==> src/rtl/vehicle_pkg.sv <==
// Shared gear codes, reject causes and the gear-state type for the lever front end.
package vehicle_pkg;

  localparam logic [3:0] GEAR_P = 4'd3;
  localparam logic [3:0] GEAR_R = 4'd6;
  localparam logic [3:0] GEAR_N = 4'd9;
  localparam logic [3:0] GEAR_D = 4'd12;

  localparam logic [1:0] REJ_NONE   = 2'd0;
  localparam logic [1:0] REJ_BRAKE  = 2'd1;
  localparam logic [1:0] REJ_SPEED  = 2'd2;
  localparam logic [1:0] REJ_ENGINE = 2'd3;

  // State encoding is the dashboard gear code itself, so no output decode is needed.
  typedef enum logic [3:0] {
    ST_P = GEAR_P,
    ST_R = GEAR_R,
    ST_N = GEAR_N,
    ST_D = GEAR_D
  } gear_e;

endpackage

==> src/rtl/button_debounce.sv <==
// Tick-sampled debouncer: accepts a new level after DEBOUNCE_TICKS steady ticks and
// emits a one-clk press pulse on each accepted 0->1 transition.
module button_debounce #(
  parameter int DEBOUNCE_TICKS = 20
) (
  input  logic clk,
  input  logic rst,
  input  logic tick,
  input  logic raw,
  output logic level,
  output logic press
);

  localparam int CW = $clog2(DEBOUNCE_TICKS + 1);

  logic [CW-1:0] cnt_q, cnt_d;
  logic          level_q, level_d;
  logic          press_q, press_d;

  // NOTE: every combinational output gets a default first so no path leaves it unassigned (no latch).
  always_comb begin
    cnt_d   = cnt_q;
    level_d = level_q;
    press_d = 1'b0;
    if (raw == level_q) begin
      cnt_d = '0;
    end else if (tick) begin
      if (cnt_q == CW'(DEBOUNCE_TICKS - 1)) begin
        cnt_d   = '0;
        level_d = raw;
        press_d = raw;
      end else begin
        cnt_d = cnt_q + 1'b1;
      end
    end
  end

  // NOTE: state registers use non-blocking assignments so all flops update together at the edge.
  always_ff @(posedge clk) begin
    if (rst) begin
      cnt_q   <= '0;
      level_q <= 1'b0;
      press_q <= 1'b0;
    end else begin
      cnt_q   <= cnt_d;
      level_q <= level_d;
      press_q <= press_d;
    end
  end

  assign level = level_q;
  assign press = press_q;

endmodule

==> src/rtl/gear_selector.sv <==
// Lever front end: debounced buttons drive the P/R/N/D FSM with brake/speed/engine interlocks.
// Optional AUTO_PARK_EN: engine-off at standstill forces P on the next clock.
module gear_selector
  import vehicle_pkg::*;
#(
  parameter int DEBOUNCE_TICKS = 20,
  parameter int P_SPEED_MAX    = 3,
  parameter int R_SPEED_MAX    = 5,
  parameter int LIMIT_INIT     = 2
) (
  input  logic       clk,
  input  logic       rst,
  input  logic       tick_1ms,
  input  logic       engine_on,
  input  logic [7:0] speed,
  input  logic       is_brake_normal,
  input  logic       sw_low_gear,
  input  logic       btn_up_raw,
  input  logic       btn_down_raw,
  input  logic       btn_lim_up_raw,
  input  logic       btn_lim_down_raw,
  output logic [3:0] current_gear,
  output logic       is_low_gear_mode,
  output logic [2:0] max_gear_limit,
  output logic       shift_reject,
  output logic [1:0] reject_code
);

  logic up_p, down_p, lim_up_p, lim_down_p;

  button_debounce #(.DEBOUNCE_TICKS(DEBOUNCE_TICKS)) u_db_up (
    .clk(clk), .rst(rst), .tick(tick_1ms), .raw(btn_up_raw), .level(), .press(up_p));
  button_debounce #(.DEBOUNCE_TICKS(DEBOUNCE_TICKS)) u_db_down (
    .clk(clk), .rst(rst), .tick(tick_1ms), .raw(btn_down_raw), .level(), .press(down_p));
  button_debounce #(.DEBOUNCE_TICKS(DEBOUNCE_TICKS)) u_db_lim_up (
    .clk(clk), .rst(rst), .tick(tick_1ms), .raw(btn_lim_up_raw), .level(), .press(lim_up_p));
  button_debounce #(.DEBOUNCE_TICKS(DEBOUNCE_TICKS)) u_db_lim_down (
    .clk(clk), .rst(rst), .tick(tick_1ms), .raw(btn_lim_down_raw), .level(), .press(lim_down_p));

  gear_e      gear_q, gear_d, target;
  logic       low_q, low_d;
  logic [2:0] limit_q, limit_d;
  logic       rej_q, rej_d;
  logic [1:0] code_q, code_d, cause;
  logic       step_up, step_dn, p_speed_ok, r_speed_ok;

`ifdef AUTO_PARK_EN
  logic engine_q;
  logic park;
  assign park = engine_q && !engine_on && (speed == 8'd0);
`endif

  assign step_up    = up_p && !down_p;
  assign step_dn    = down_p && !up_p;
  assign p_speed_ok = speed <= 8'(P_SPEED_MAX);
  assign r_speed_ok = speed <= 8'(R_SPEED_MAX);

  always_comb begin
    gear_d  = gear_q;
    rej_d   = 1'b0;
    code_d  = code_q;
    limit_d = limit_q;
    target  = gear_q;
    cause   = REJ_NONE;

    unique case (gear_q)
      ST_P:    target = step_dn ? ST_R : ST_P;
      ST_R:    target = step_up ? ST_P : (step_dn ? ST_N : ST_R);
      ST_N:    target = step_up ? ST_R : (step_dn ? ST_D : ST_N);
      ST_D:    target = step_up ? ST_N : ST_D;
      default: target = ST_P;
    endcase

    // Guards in priority order; only R->P at low speed survives engine-off.
    if (!engine_on && !(gear_q == ST_R && target == ST_P && p_speed_ok)) cause = REJ_ENGINE;
    else if (gear_q == ST_P && !is_brake_normal)                         cause = REJ_BRAKE;
    else if (target == ST_P && !p_speed_ok)                              cause = REJ_SPEED;
    else if (gear_q == ST_N && target == ST_R && !r_speed_ok)            cause = REJ_SPEED;

    if (target != gear_q) begin
      if (cause == REJ_NONE) begin
        gear_d = target;
      end else begin
        rej_d  = 1'b1;
        code_d = cause;
      end
    end

`ifdef AUTO_PARK_EN
    if (park) begin
      gear_d = ST_P;
      rej_d  = 1'b0;
      code_d = code_q;
    end
`endif

    low_d = sw_low_gear && (gear_q == ST_D);
    if (low_d) begin
      if (lim_up_p && !lim_down_p && limit_q < 3'd6)      limit_d = limit_q + 3'd1;
      else if (lim_down_p && !lim_up_p && limit_q > 3'd1) limit_d = limit_q - 3'd1;
    end
  end

  always_ff @(posedge clk) begin
    if (rst) begin
      gear_q  <= ST_P;
      low_q   <= 1'b0;
      limit_q <= 3'(LIMIT_INIT);
      rej_q   <= 1'b0;
      code_q  <= REJ_NONE;
    end else begin
      gear_q  <= gear_d;
      low_q   <= low_d;
      limit_q <= limit_d;
      rej_q   <= rej_d;
      code_q  <= code_d;
    end
  end

`ifdef AUTO_PARK_EN
  always_ff @(posedge clk) begin
    if (rst) engine_q <= 1'b0;
    else     engine_q <= engine_on;
  end
`endif

  assign current_gear     = gear_q;
  assign is_low_gear_mode = low_q;
  assign max_gear_limit   = limit_q;
  assign shift_reject     = rej_q;
  assign reject_code      = code_q;

endmodule

==> config.mk <==
export PLATFORM = sky130hd
export DESIGN_NAME = gear_selector
export DESIGN_NICKNAME = d
export VERILOG_FILES = /design/src/rtl/vehicle_pkg.sv /design/src/rtl/button_debounce.sv /design/src/rtl/gear_selector.sv
export SDC_FILE = /design/constraint.sdc
export NUM_CORES = 1
export LEC_CHECK = 0
export ABC_AREA = 1
export CORE_MARGIN = 1
export CORE_UTILIZATION = 49
export CTS_CLUSTER_SIZE = 14
export DETAILED_ROUTE_END_ITERATION = 16
export HOLD_SLACK_MARGIN = 0.02
export MAX_ROUTING_LAYER = met4
export PLACE_DENSITY = 0.75
export SYNTH_ARGS = -nofsm -noshare
export SYNTH_HDL_FRONTEND = slang
export SYNTH_SLANG_ARGS = --single-unit
==> constraint.sdc <==
create_clock -name clk -period 1.89 [get_ports clk]
set_clock_uncertainty 0.05 [all_clocks]
set_input_delay 0.4725 -clock clk [delete_from_list [all_inputs] [get_ports clk]]
set_output_delay 0.4725 -clock clk [all_outputs]
set_load 0.03 [all_outputs]
==> results of run 1 <==
sequential cells by signal, summed over array words and instances, names as in the netlist:
signal	flops
current_gear	4
is_low_gear_mode	1
max_gear_limit	3
reject_code	2
shift_reject	1
u_db_down.cnt_q	5
u_db_down.level	1
u_db_down.press	1
u_db_lim_down.cnt_q	5
u_db_lim_down.level	1
u_db_lim_down.press	1
u_db_lim_up.cnt_q	5
u_db_lim_up.level	1
u_db_lim_up.press	1
u_db_up.cnt_q	5
u_db_up.level	1
u_db_up.press	1
final timing paths:
check	end	slack, ns	cells past startpoint
max	current_gear[2]	-0.001	14
min	reject_code[0]	0.41	2
max reg2reg	current_gear[2]	-0.001	14
min reg2reg	reject_code[0]	0.41	2
power by group through the flow:
stage | Clock, mW | Combinational, mW | Sequential, mW
after floorplan | 0 | 0.0475 | 0.850
after global placement | 0 | 0.105 | 0.851
after detailed placement | 0 | 0.107 | 0.851
after CTS | 0.552 | 0.108 | 0.832
after global routing | 0.580 | 0.124 | 0.827
final | 0.536 | 0.113 | 0.826
cells in the mapped netlist (3+ instances only):
| cell | number | area, µm² |
|---|---|---|
| o21ai_0 | 3 | 15.0 |
| and3_1 | 3 | 18.8 |
| nand2_2 | 4 | 25.0 |
| dfxtp_1 | 39 | 781 |
| ha_1 | 11 | 138 |
| nand4_1 | 7 | 43.8 |
| nand3_1 | 22 | 110 |
| inv_1 | 37 | 139 |
| xor2_1 | 7 | 61.3 |
| a21oi_1 | 24 | 120 |
| xnor2_1 | 3 | 26.3 |
| nor3_1 | 10 | 50.1 |
| nor2_1 | 37 | 139 |
| nand2_1 | 55 | 206 |
stage by stage:
step	utilization (%)	hold WS, ns	power [mW]	cell area [µm²]
3_3_place_gp	61.7	0.406	0.956	2500
5_1_grt	69.7	0.438	1.53	2830
4_1_cts	64.8	0.421	1.49	2630
3_5_place_dp	61.7	0.408	0.958	2500
2_1_floorplan	-	0.401	0.898	2110
6_report	69.7	0.411	1.48	2830
routing by layer:
metal  wire length [µm]  up-vias  track usage [%]  share of wire, %
met1               2010      907             23.0                42
met2               2440       45             38.2                52
li1                   -     1033                -                 -
met4                 85        0             7.18               1.8
met3                200        8             5.57               4.2
met5                  0        -                -                 0
logic make-up (layout without fill, tap and decap cells):
| family | count (synthesis) | after routing | synth area share (%) |
|---|---|---|---|
| DFF | 39 | 39 | 37.1 |
| and+or+nand+nor | 151 | 152 | 34.6 |
| buffers and inverters | 43 | 88 | 7.78 |
| muxes | 1 | 1 | 0.475 |
| adders and majority gates | 11 | 11 | 6.53 |
| xor gates and xnor gates | 11 | 11 | 4.93 |
| AOI/OAI and AO/OA | 33 | 33 | 8.67 |
worst max-delay path, cell delays in order (launching register included):
cell      delay (ns)
dfxtp_4         0.39
nand2_1         0.11
clkinv_2        0.08
nand2_2         0.12
nand2_1         0.09
inv_1           0.07
nand2_2         0.06
nand2_4         0.10
nand4_1         0.12
nand2_2         0.14
nand2_4         0.08
nor2_4          0.17
nand3_2         0.11
nand2_1         0.08
nor2_1          0.04
cell type report:
cell class / instances / area (µm²)
clock buffer: 5 / 68.8
clock inverter: 3 / 15.0
fill: 315 / 1230
inverter: 39 / 150
multi-input combinational: 208 / 1330
sequential: 39 / 798
tap: 50 / 62.6
timing repair buffer: 41 / 405
repair_timing:
item / 4_1_cts / 5_1_grt
resized for setup: 15 / 39
pin swaps: 5 / 17
buffers inserted: 1 / 4
endpoints found under the setup margin: 12 / 8
cloned: 0 / 1
==> flow_summary.ini, run 1 <==
[status]
status = finished, violations left
failed_checks = negative setup slack

[synthesis]
synth_area_um2 = 2110
ys_seq_area_share_pct = 37.1
synthDistinctLibCells = 33
synth_edf_count = 0
ys_seq_elements = 39
syn_inst = 289
syn_area_per_cell_um2 = 7.29
ys_async_sr_fraction_pct = 0
synthFlopType = dfxtp_1
synth_nets = 318
yosysWarnings = 0

[worst_setup_path]
crit_start = current_gear[2]
crit_required_ns = 2.02
critPathKind = register to register
r2r_start = current_gear[2]
end_kind = register
critical_path_arrival_ns = 2.03
critical_path_peak_fanout = 7
cp-start-kind = register

[final_layout]
nNetsFinal = 363
syn2layout_area_growth_pct = 34.2
final_cell_mix = nand2_1 (48), inv_1 (34), dfxtp_1 (33)
fin_cells = 385
diodes = 0
mostFrequentLayoutCell = nand2_1
drive_gt1_share_pct = 21.5

[hold_path]
holdCritPathClass = register to register
hp-start = reject_code[0]

[place]
dpl.hpwl_um = 3260
dp.cells = 371
pre_cts_slack_ns = -0.211
portBuffers = 27
gp_congestion = 0.797

[timing]
slew_headroom_pct = 63.5
maxSlewViolCount = 0
hold_violations = 0
fin_tns_setup_ns = -0.00236
finalSetupViolations = 2
worst_slack_ns = -0.00144
period_needed_ns = 1.89
rsz0062_at_grt = true
worst_pin_slew_ns = 0.542
fin_crit_sh_pct = 100
max_freq_mhz = 529

[routing]
post_drt_wl_per_cell_um = 12.3
drt_iter0_drc = 103
drc = 0
wirelength_um = 4730
firstDrtPassIters = 4
via_count = 1993
ant_nets = 0
via_per_inst = 5.18

[clock_network]
cts_hold_buf = 0
clk_latency_ns = 0.29
numClockSinks = 39
cts_tree = done
root_buffer = clkbuf_8
cts_buffer_depth = 2
path_clk_slew_ns = 0.07
cts.htree.levels = 2
cts_buffers = 5

[global_route]
grt_pass1_wl_um = 7170
grt_max_degree = 18
grt_overflow = 0
antenna_found_initial = 0
track_usage_pct = 21.6
grt_pass1_vias = 1775

[die]
die_h_um = 67.6
row_count = 23
dieArea_um2 = 4570
coreArea_um2 = 4060
ioPinCount = 29
fp.dieW_um = 67.6
start_util_pct = 51.9

[power_and_ir_drop]
swShare_pct = 23.3
ir_drop_mv = 0.458
power.internal_mw = 1.13
seq_power_share_pct = 56.0
pwr-share-comb_pct = 7.6
clkPwrFrac_pct = 36.4
p_leak_nw = 1.18
power_density_nw_per_um2 = 522
switchingPower_mw = 0.344

[job]
maxCapViolCount = 0
No activity file was read; power rests on OpenSTA's default activity.
==> run 2: changes to the inputs <==
--- a/config.mk
+++ b/config.mk
@@ -10,6 +10,7 @@
 export CORE_UTILIZATION = 49
 export CTS_CLUSTER_SIZE = 14
 export DETAILED_ROUTE_END_ITERATION = 16
+export GPL_ROUTABILITY_DRIVEN = 1
 export HOLD_SLACK_MARGIN = 0.02
 export MAX_ROUTING_LAYER = met4
 export PLACE_DENSITY = 0.75
==> results of run 2 <==
The final DEF is identical to that of run 1; final timing and power are the same.
==> run 3: changes to the inputs <==
--- a/config.mk
+++ b/config.mk
@@ -6,7 +6,7 @@
 export NUM_CORES = 1
 export LEC_CHECK = 0
 export ABC_AREA = 1
-export CORE_MARGIN = 1
+export CORE_MARGIN = 2
 export CORE_UTILIZATION = 49
 export CTS_CLUSTER_SIZE = 14
 export DETAILED_ROUTE_END_ITERATION = 16
@@ -14,6 +14,7 @@
 export HOLD_SLACK_MARGIN = 0.02
 export MAX_ROUTING_LAYER = met4
 export PLACE_DENSITY = 0.75
+export SKIP_CTS_REPAIR_TIMING = 1
 export SYNTH_ARGS = -nofsm -noshare
 export SYNTH_HDL_FRONTEND = slang
 export SYNTH_SLANG_ARGS = --single-unit
==> run 3 against run 2 <==
The run still ends with negative setup slack left. Global-route usage down 2.4 points. Flip-flop and latch count unchanged. Worst setup slack worse by 0.075 ns. Cell area up 2.9%. Combinational power about the same. Register-to-register slack worse by 0.07 ns. Clock-buffer cell count up 3. Die area up 6.0%. First-iteration DRC count down 15%. Non-clock buffer count up 4. Sequential share of layout area down 0.96 points. Largest power group unchanged. Highest routed layer unchanged.
==> flow_summary.ini, run 3 (synthesized netlist as in run 1, its figures left out) <==
[final_layout]
diodes = 0
design_area_um2 = 2910
multi_input_comb_area_um2 = 1340
final_cell_mix = nand2_1 (49), dfxtp_1 (33), inv_1 (31)
fill_cells = 311
mostFrequentLayoutCell = nand2_1
syn2layout_area_growth_pct = 38.1
ff_latch_area_um2 = 793
drive_gt1_share_pct = 24.5
final_core_util_pct = 71.7
nNetsFinal = 367

[worst_setup_path]
r2r_start = current_gear[3]
worstPathCellList = clkdlybuf4s50_1 -> nor2_2 -> nand4_1 -> buf_4 -> buf_4 -> nand4_1 -> nand2_2 -> nor2_4 -> nand2_1 -> nand2_1 -> nand3_1
cp_top_family = simple AND/OR/NAND/NOR gates
end_kind = register
critical_path_peak_fanout = 6
cp-start-kind = input port
critPathKind = input port to register
critical_path_arrival_ns = 2.09
critPathBufInv = 3
crit_start = speed[4]
cpMaxStageDelayCell = clkdlybuf4s50_1
critPathMaxStageDelay_ns = 0.41
crit_required_ns = 2.01

[global_route]
grt_pass1_wl_um = 7440
grt_max_degree = 18
grt_overflow = 0
grt_pass1_vias = 1821
track_usage_pct = 19.1
antenna_found_initial = 0

[routing]
firstDrtPassIters = 4
ant_nets = 0
drt_iter0_drc = 88
wirelength_um = 5050
drc = 0
via_count = 2036
via_per_inst = 5.23
post_drt_wl_per_cell_um = 13.0

[die]
fp.dieW_um = 69.6
die_h_um = 69.6
start_util_pct = 51.9
coreArea_um2 = 4060
row_count = 23
ioPinCount = 29
dieArea_um2 = 4840

[status]
status = finished, violations left
failed_checks = negative setup slack

[hold_path]
hp-start = u_db_up.level
holdCritPathClass = register to register

[timing]
rsz0062_at_grt = true
maxSlewViolCount = 0
finalSetupViolations = 6
worst_slack_ns = -0.0761
max_freq_mhz = 509
hold_violations = 0
period_needed_ns = 1.97
fin_crit_sh_pct = 104
worst_pin_slew_ns = 0.465
slew_headroom_pct = 68.7

[place]
dpl.hpwl_um = 3230
gp_congestion = 0.824
portBuffers = 27
postPlaceCellArea_um2 = 2510

[clock_network]
clk_latency_ns = 0.29
numClockSinks = 39
cts.htree.levels = 2
cts_buffer_depth = 2
cts_buffers = 5
path_clk_slew_ns = 0.07
root_buffer = clkbuf_8
cts_tree = done

[power_and_ir_drop]
power_density_nw_per_um2 = 533
p_leak_nw = 1.26
ir_drop_mv = 0.511
power_mw = 1.55

[job]
maxCapViolCount = 0
-- run 3: cell count changes in the layout (fill, tap and decap cells not counted), moves of 3 or more --
| cell | previous run | this run |
|---|---|---|
| inv_1 | 34 | 31 |
| inv_2 | 3 | 7 |
| dlymetal6s2s_1 | 2 | 10 |
| clkinv_2 | 4 | 1 |
| dlygate4sd2_1 | 6 | 0 |
| buf_4 | 10 | 14 |
| nor2_2 | 6 | 9 |
-- run 3: final cells by class --
class / instances / area share [%]
clock buffer: 8 / 3.44
inverter: 39 / 5.08
multi-input combinational: 208 / 46.2
sequential: 39 / 27.3
tap: 50 / 2.15
timing repair buffer: 45 / 15.9
-- run 3: path summary, 6_finish.rpt --
path                            slack [ns]         endpoint  cells past startpoint
worst max-delay path                 -0.08  current_gear[0]                     11
worst min-delay path                  0.42    u_db_up.level                      2
worst max register to register       -0.07  current_gear[0]                     14
worst min register to register        0.42    u_db_up.level                      2
-- run 3: routing by layer --
metal  vias to the layer above  wire [µm]  GRT usage (%)
met5                         -          0              -
met4                         0        136           5.66
met3                        19        235           5.38
met2                        57       2520           30.3
met1                       927       2160           23.8
li1                       1033          -              -
-- run 3: power breakdown --
part | switching, mW | internal, mW | total [mW] | leakage [nW]
Sequential | 0.00491 | 0.824 | 0.829 | 0.317
Combinational | 0.0542 | 0.0574 | 0.112 | 0.892
Clock | 0.276 | 0.333 | 0.609 | 0.0515
-- run 3: stage by stage --
stage	hold WS, ns	instances	setup TNS [ns]	worst slack, ns
floorplan	0.401	289	0	0.0530
global placement	0.407	372	-0.782	-0.155
detailed placement	0.418	372	-1.24	-0.218
CTS	0.428	380	-0.544	-0.150
global route	0.456	389	-0.928	-0.188
finish	0.423	389	-0.179	-0.0761
-- run 3: worst min-delay path, cell delays in order (launching register included) --
cell     delay [ns]
dfxtp_1        0.32
nand2_1        0.06
a21oi_1        0.05
